**src/rtl/input_periph_dbnc.sv**
```systemverilog
// Memory-mapped switch/button input block: per-bit synchroniser and debouncer,
// sticky W1C button press events, maskable level interrupt, registered loads.

module input_periph_dbnc_bit #(
    parameter int SYNC_STAGES = 2,
    parameter int DBNC_CYCLES = 16
) (
    input  logic clk,
    input  logic rst_n,
    input  logic raw,
    input  logic dbnc,
    output logic dbnc_nxt
);
    localparam int CW = (DBNC_CYCLES > 1) ? $clog2(DBNC_CYCLES) : 1;
    localparam logic [CW-1:0] CNT_LAST = CW'(DBNC_CYCLES - 1);

    logic [SYNC_STAGES-1:0] sync;
    logic [CW-1:0]          cnt;
    logic                   diff;
    logic                   flip;

    assign diff = sync[SYNC_STAGES-1] != dbnc;
    assign flip = diff && (cnt == CNT_LAST);

    // The debounced register lives in the parent so button edges can be seen there.
    always_comb begin
        dbnc_nxt = dbnc;
        if (flip)
            dbnc_nxt = sync[SYNC_STAGES-1];
    end

    always_ff @(posedge clk) begin
        if (!rst_n) begin
            sync <= '0;
            cnt  <= '0;
        end else begin
            sync <= {sync[SYNC_STAGES-2:0], raw};
            if (!diff || flip)
                cnt <= '0;
            else
                cnt <= cnt + 1'b1;
        end
    end
endmodule

module input_periph_dbnc #(
    parameter int                 ADDR_W      = 16,
    parameter int                 SW_W        = 32,
    parameter int                 BTN_W       = 4,
    parameter int                 SYNC_STAGES = 2,
    parameter int                 DBNC_CYCLES = 16,
    parameter logic [ADDR_W-1:0]  SW_BASE     = 'h7800,
    parameter logic [ADDR_W-1:0]  BTN_BASE    = 'h7810
) (
    input  logic              i_clk,
    input  logic              i_rst_n,
    input  logic [ADDR_W-1:0] i_addr,
    input  logic              i_rd_en,
    input  logic              i_wr_en,
    input  logic [31:0]       i_wr_data,
    input  logic [SW_W-1:0]   i_io_sw,
    input  logic [BTN_W-1:0]  i_io_btn,
    output logic [31:0]       o_ld_data,
    output logic              o_ld_valid,
    output logic              o_btn_irq
);
    localparam int N = SW_W + BTN_W;

    logic [N-1:0]      raw_all;
    logic [N-1:0]      dbnc_all;
    logic [N-1:0]      nxt_all;
    logic [SW_W-1:0]   dbnc_sw;
    logic [BTN_W-1:0]  dbnc_btn;
    logic [BTN_W-1:0]  nxt_btn;
    logic [BTN_W-1:0]  evt;
    logic [BTN_W-1:0]  mask;
    logic [BTN_W-1:0]  evt_set;
    logic [BTN_W-1:0]  evt_clr;
    logic [ADDR_W-1:0] sw_off;
    logic [ADDR_W-1:0] btn_off;
    logic              sw_hit;
    logic              btn_hit;
    logic              mask_we;
    logic [31:0]       rd_data;
    logic              unused_wr_bits;

    assign raw_all  = {i_io_btn, i_io_sw};
    assign dbnc_sw  = dbnc_all[SW_W-1:0];
    assign dbnc_btn = dbnc_all[N-1:SW_W];
    assign nxt_btn  = nxt_all[N-1:SW_W];

    for (genvar g = 0; g < N; g++) begin : g_bit
        input_periph_dbnc_bit #(
            .SYNC_STAGES (SYNC_STAGES),
            .DBNC_CYCLES (DBNC_CYCLES)
        ) u_bit (
            .clk      (i_clk),
            .rst_n    (i_rst_n),
            .raw      (raw_all[g]),
            .dbnc     (dbnc_all[g]),
            .dbnc_nxt (nxt_all[g])
        );
    end

    // 16-byte windows: upper offset bits must be zero (wraps below base too).
    assign sw_off  = i_addr - SW_BASE;
    assign btn_off = i_addr - BTN_BASE;
    assign sw_hit  = sw_off[ADDR_W-1:4] == '0;
    assign btn_hit = btn_off[ADDR_W-1:4] == '0;

    assign evt_set = nxt_btn & ~dbnc_btn;
    assign evt_clr = (i_wr_en && btn_hit && btn_off[3:0] == 4'h4) ? i_wr_data[BTN_W-1:0] : '0;
    assign mask_we = i_wr_en && btn_hit && btn_off[3:0] == 4'h8;
    assign unused_wr_bits = &{1'b0, i_wr_data};

    always_comb begin
        rd_data = '0;
        if (sw_hit) begin
            if (sw_off[3:0] == 4'h0)
                rd_data[SW_W-1:0] = dbnc_sw;
        end else if (btn_hit) begin
            case (btn_off[3:0])
                4'h0:    rd_data[BTN_W-1:0] = dbnc_btn;
                4'h4:    rd_data[BTN_W-1:0] = evt;
                4'h8:    rd_data[BTN_W-1:0] = mask;
                default: ;
            endcase
        end
    end

    // Set beats clear on the same bit; reads see pre-write state.
    always_ff @(posedge i_clk) begin
        if (!i_rst_n) begin
            dbnc_all   <= '0;
            evt        <= '0;
            mask       <= '0;
            o_ld_data  <= '0;
            o_ld_valid <= 1'b0;
            o_btn_irq  <= 1'b0;
        end else begin
            dbnc_all   <= nxt_all;
            evt        <= (evt & ~evt_clr) | evt_set;
            if (mask_we)
                mask <= i_wr_data[BTN_W-1:0];
            o_ld_valid <= i_rd_en;
            if (i_rd_en)
                o_ld_data <= rd_data;
            o_btn_irq  <= |(evt & mask);
        end
    end
endmodule

```
**config.mk**
```make
export PLATFORM = sky130hd
export DESIGN_NAME = input_periph_dbnc
export DESIGN_NICKNAME = d
export VERILOG_FILES = /design/src/rtl/input_periph_dbnc.sv
export SDC_FILE = /design/constraint.sdc
export NUM_CORES = 1
export LEC_CHECK = 0
export CAP_MARGIN = 25
export CORE_UTILIZATION = 30
export DETAILED_ROUTE_END_ITERATION = 10
export GPL_TIMING_DRIVEN = 0
export HOLD_SLACK_MARGIN = 0.02
export PLACE_DENSITY = 0.55
export SLEW_MARGIN = 20
export SYNTH_ARGS = -nofsm -noshare
export SYNTH_HDL_FRONTEND = slang
export SYNTH_SLANG_ARGS = --single-unit
```
**constraint.sdc**
```tcl
create_clock -name i_clk -period 2.1 [get_ports i_clk]
set_input_delay 0.21 -clock i_clk [delete_from_list [all_inputs] [get_ports i_clk]]
set_output_delay 0.21 -clock i_clk [all_outputs]
set_load 0.005 [all_outputs]
```
### Yosys cells after proc, flatten, opt, wreduce, memory -nomap -nowiden

Index checks and enable logic that the tools add are counted.

| storage, ports and cells | value |
|---|---|
| flip-flop bits (word level) | 294 |
| output and inout bits | 34 |
| logic and storage cells | 391 |

| cells by class | value |
|---|---|
| $add $sub $neg | 38 |
| eq/ne operators | 74 |
| mux-type cells | 10 |
| bitwise operators | 7 |
| reduce and logical (&&, ||, !) cells | 152 |

Operators by type and width:

| kind | count |
|---|---|
| $eq 4x4->1 const B | 37 |
| $add 4x1->4 const B | 36 |
| $reduce_or 2->1 | 36 |
| $logic_and 1x1->1 | 39 |
| $logic_not 1->1 | 36 |
| $logic_or 1x1->1 | 36 |
| $ne 1x1->1 | 36 |
| $mux 32 | 1 |
| $sub 16x15->16 const B | 2 |
| $mux 28 | 1 |
| $logic_not 12->1 | 2 |
| $and 4x4->4 | 3 |
| $mux 4 | 3 |
| $pmux 4 s3 | 1 |
| $logic_not 4->1 | 2 |
| $not 4->4 | 2 |
| $eq 4x3->1 const B | 1 |
| $mux 1 | 4 |
| $or 4x4->4 | 1 |
| $reduce_or 4->1 | 1 |
| $not 1->1 | 1 |

### Longest topological paths before layout

| depth | value |
|---|---|
| depth in word-level cells | 8 |
| gate-level depth with buffers | 7 |
| gate-level depth less buffers | 6 |

### By module

From an unflattened synthesis, not the netlist that was laid out.

| unflattened totals | value |
|---|---|
| cells, all modules | 996 |
| area total of the unflattened synthesis | 10864.2 µm² |

Modules (own cells, without submodules):

| module | instances | cells each | area an instance (µm²) |
|---|---|---|---|
| input_periph_dbnc_bit | 36 | 21 | 229.0 |
| input_periph_dbnc | 1 | 240 | 2621.3 |

### Worst setup path after synthesis

No wires, ideal clock.

| path | value |
|---|---|
| kind | input to register |
| start | input i_addr[12] |
| end | register o_ld_data[3] |
| arrival time | 1.427 ns |
| data required time | 2.026 ns |
| setup slack | 0.599 ns |
| stages on the path | 6 |
| cell sequence | and3_1 or3b_4 a211oi_4 buf_6 a32oi_1 o21ai_0 |

| on the way | value |
|---|---|
| word-level cells in the longest chain between the ends | 4 |
| elaborated cells on any way between the ends | 6 |
| those cells by class | add/sub (2); mux (2); reduce/logical (2) |

Ends and longest elaborated chain:

| item | RTL line | source |
|---|---|---|
| start: declaration | 57 | `input logic [ADDR_W-1:0] i_addr,` |
| $sub 16x15->16 | 107 | `assign btn_off = i_addr - BTN_BASE;` |
| $logic_not 12->1 | 109 | `assign btn_hit = btn_off[ADDR_W-1:4] == '0;` |
| $mux 4 | 121 | `end else if (btn_hit) begin` |
| $mux 4 * | 118 | `if (sw_hit) begin` |
| end signal: assignment | 147 | `o_ld_data <= rd_data;` |
| end: declaration | 63 | `output logic [31:0] o_ld_data,` |

Mark *: on every way between the ends. The rest lies on a longest branch, timed or not.
A chain may end at the register's enable or synchronous reset.

### Worst setup path after layout

| path | value |
|---|---|
| start | input i_addr[4] |
| end | register mask[2] |

| on the way | value |
|---|---|
| word-level cells in the longest chain between the ends | 4 |

Ends and longest elaborated chain:

| item | RTL line | source |
|---|---|---|
| $sub 16x15->16 | 107 |  |
| $logic_not 12->1 | 109 |  |
| $logic_and 1x1->1 (2 in a row) | 113 | `assign mask_we = i_wr_en && btn_hit && btn_off[3:0] == 4'h8;` |
| end signal: assignment | 144 | `mask <= i_wr_data[BTN_W-1:0];` |
| end: declaration | 76 | `logic [BTN_W-1:0] mask;` |

Every way passes these cells.

==> run_results.csv <==
group,metric,value,unit
status,status,"finished, final reports clean",
timing,tightest_slew,672,ps
worst_setup_path,endpoint_kind,"register",
worst_setup_path,path_buf_inv,1,
drt,vias_per_cell,4.36,
timing,worst_clock_skew,8.15,ps
worst_setup_path,r2r_setup_slack,640,ps
yosys,synth_cell_types,33,
layout,final_nets,1321,
placement,gp_congestion,0.791,
worst_setup_path,reg2regPathDepth,4,
layout,layout_commonest_cell,"dfxtp_1",
yosys,ys_seq_elements,294,
floorplanning,core-area,35600,um2
global_route,first_global_vias,7043,
worst_setup_path,cp_max_fo,5,
worst_setup_path,cpMaxStageDelayCell,"clkdlybuf4s50_1",
yosys,ys_async_sr_fraction,0,%
layout,nFillCells,3598,
drt,drc,0,
timing,min_period_over_period,87.5,%
worst_setup_path,max_stage_delay,650,ps
yosys,synthCells,1069,
layout,instances_no_fill,1681,
yosys,synth_area,10800,um2
min_path,hold_path_depth,2,
global_route,grt_max_degree,15,
layout,syn_to_final_growth,24.2,%
yosys,synth_nets,1194,
layout,mostFrequentLayoutCells,"dfxtp_1, nor2_1, nand3_1, xor2_1, nor2b_1",
min_path,min_path_type,"input pin to register",
power,p_leak,5.89,nW
floorplanning,core.rowCount,69,
min_path,holdPathEnd,"g_bit[0].u_bit.sync[0]",
min_path,holdCritStartpoint,"i_io_sw[0]",
worst_setup_path,path_cells,"clkdlybuf4s50_1, nor3_1, a21boi_0, mux2i_1, nand3_1, mux2i_1",
timing,fin_ws,263,ps
clocking,clock_sinks,294,
placement,dp_slack,-628,ps
clocking,cts.htree.levels,1,
worst_setup_path,worst_ep_required_time,2520,ps
drt,wirelength,22300,um
floorplanning,die_area,36900,um2
drt,dr.pass1.iters,4,
worst_setup_path,critical_path.startpoint_type,"input pin",
clocking,clock_latency,540,ps
layout,final_cell_area,13400,um2
worst_setup_path,timing.rr.start,"g_bit[35].u_bit.cnt[0]",
timing,hold_viol_final,0,
yosys,synth-edff-count,0,
timing,finalSetupViolations,0,
drt,ant_nets,0,
power,power_density,875,nW/um2
global_route,antenna_found_initial,0,
placement,dpl_cell_area,12300,um2
clocking,cts_tree,"yes",
yosys,ys_warn_count,0,
timing,fin_hold_ws,246,ps
global_route,grt_pass1_wl,35800,um
floorplanning,ioPinCount,122,
global_route,overflow,0,
worst_setup_path,critical-path-top-delay-family,"multiplexers",
drt,drt_iter0_drc,219,
global_route,track_usage,12.3,%
yosys,syn_area_per_cell,10.1,um2
layout,antenna_cells,0,
clocking,root_buffer,"clkbuf_16",
placement,dpl.hpwl,15700,um
timing,finalMaxSlewViolations,0,
timing,max_freq,544,MHz
timing,fin_crit,1840,ps
drt,wl_per_cell,13.3,um
worst_setup_path,crit_top_cell,"mux2i_1",
drt,via_count,7323,
yosys,synth_ff_type,"dfxtp_1",
floorplanning,start_util,30.4,%
layout,layout-drive-gt1-share,6.07,%
clocking,cts_buffer_depth,3,
worst_setup_path,arrival,2260,ps
clocking,clkTransAtPathRegs,60,ps
timing,tns,0,ps
floorplanning,chipWidth,192,um
power,vdd_drop_max,531,uV
placement,dp_cells,1622,
yosys,yosysSeqAreaShare,54.4,%
timing,rsz0062_at_grt,"no",
flow_run,drv_cap,0,
worst_setup_path,r2r-end,"evt[3]",
clocking,numCtsBuffers,31,
timing,relSlewSlack,55.2,%
floorplanning,die_h,192,um
worst_setup_path,worstSetupPathType,"input pin to register",
placement,io_buffers,92,
## flip-flops by register name, indices dropped and copies added (netlist names)
signal            flops
o_ld_valid            1
evt                   4
g_bit.u_bit.cnt     144
o_btn_irq             1
mask                  4
o_ld_data            32
g_bit.u_bit.sync     72
dbnc_all             36
## power breakdown
part           internal, mW  total [mW]  switching [mW]
Clock                  3.48        5.65            2.16
Sequential             5.67        5.71          0.0433
Combinational         0.202       0.409           0.207
## Yosys cell counts, drive strengths merged (4+ instances only)
cell / number / area share, %
and3: 39 / 2.3
a31oi: 4 / 0.23
nor2: 114 / 4.0
nor3b: 5 / 0.35
o21ai: 8 / 0.37
a32oi: 4 / 0.32
ha: 37 / 4.3
nand2: 11 / 0.38
nand3: 112 / 5.2
inv: 36 / 1.2
clkbuf: 26 / 0.90
xor2: 110 / 8.9
or3b: 5 / 0.43
a21oi: 33 / 1.6
mux2i: 45 / 4.2
buf: 6 / 0.43
dfxtp: 294 / 54
and2: 73 / 4.2
nor2b: 94 / 5.4
## kinds of logic after synthesis
kind of cell | count (synthesis) | share of synthesized area [%]
AO/OA/AOI/OAI | 54 | 3.02
XOR/XNOR | 112 | 9.06
adder cells (fa/ha/maj) | 37 | 4.28
buffers and inverters | 68 | 2.58
flip-flops | 294 | 54.4
multiplexers | 45 | 4.16
AND/OR/NAND/NOR | 459 | 22.6
## area by class of cell
| class | count | area, um2 | share of cell area [%] |
|---|---|---|---|
| tap | 461 | 577 | 4.29 |
| timing repair buffer | 94 | 948 | 7.05 |
| clock buffer | 46 | 952 | 7.08 |
| clock inverter | 11 | 136 | 1.01 |
| buffer | 32 | 149 | 1.11 |
| inverter | 36 | 135 | 1.00 |
| sequential | 294 | 5890 | 43.8 |
| multi-input combinational | 707 | 4660 | 34.7 |
## per-layer routing
| layer | GRT usage [%] | routed length [um] | up-vias | part of all wire (%) |
|---|---|---|---|---|
| met3 | 2.17 | 1120 | 34 | 5.0 |
| met5 | 0 | 0 | - | 0 |
| met4 | 3.30 | 453 | 0 | 2.0 |
| li1 | - | - | 3784 | - |
| met2 | 19.5 | 9780 | 121 | 44 |
| met1 | 17.1 | 11000 | 3384 | 49 |
## worst max-delay path by stage
stage                from                      to  slack [ps]  cells past startpoint
3_5_place_dp      i_rst_n  g_bit[30].u_bit.cnt[0]        -630                      6
5_1_grt           i_rd_en            o_ld_data[3]         130                      7
2_1_floorplan  i_addr[12]            o_ld_data[3]         600                      6
4_1_cts           i_rst_n   g_bit[4].u_bit.cnt[0]          60                      6
6_report        i_addr[4]                 mask[2]         260                      6
3_3_place_gp      i_rst_n   g_bit[2].u_bit.cnt[3]        -630                      6
## through the flow
stage / utilization (%) / power [mW]
after floorplan: - / 6.01
after global placement: 34.7 / 6.25
after detailed placement: 34.7 / 6.25
after CTS: 37.7 / 11.9
after global routing: 37.8 / 12.2
final: 37.8 / 11.8
## repair_timing
item	4_1_cts	5_1_grt
endpoints found under the setup margin	87	38
gates resized for setup	3	2
buffers inserted	0	2
hold buffers	0	0
pin swaps	0	1
No activity file was read; power rests on OpenSTA's default activity.
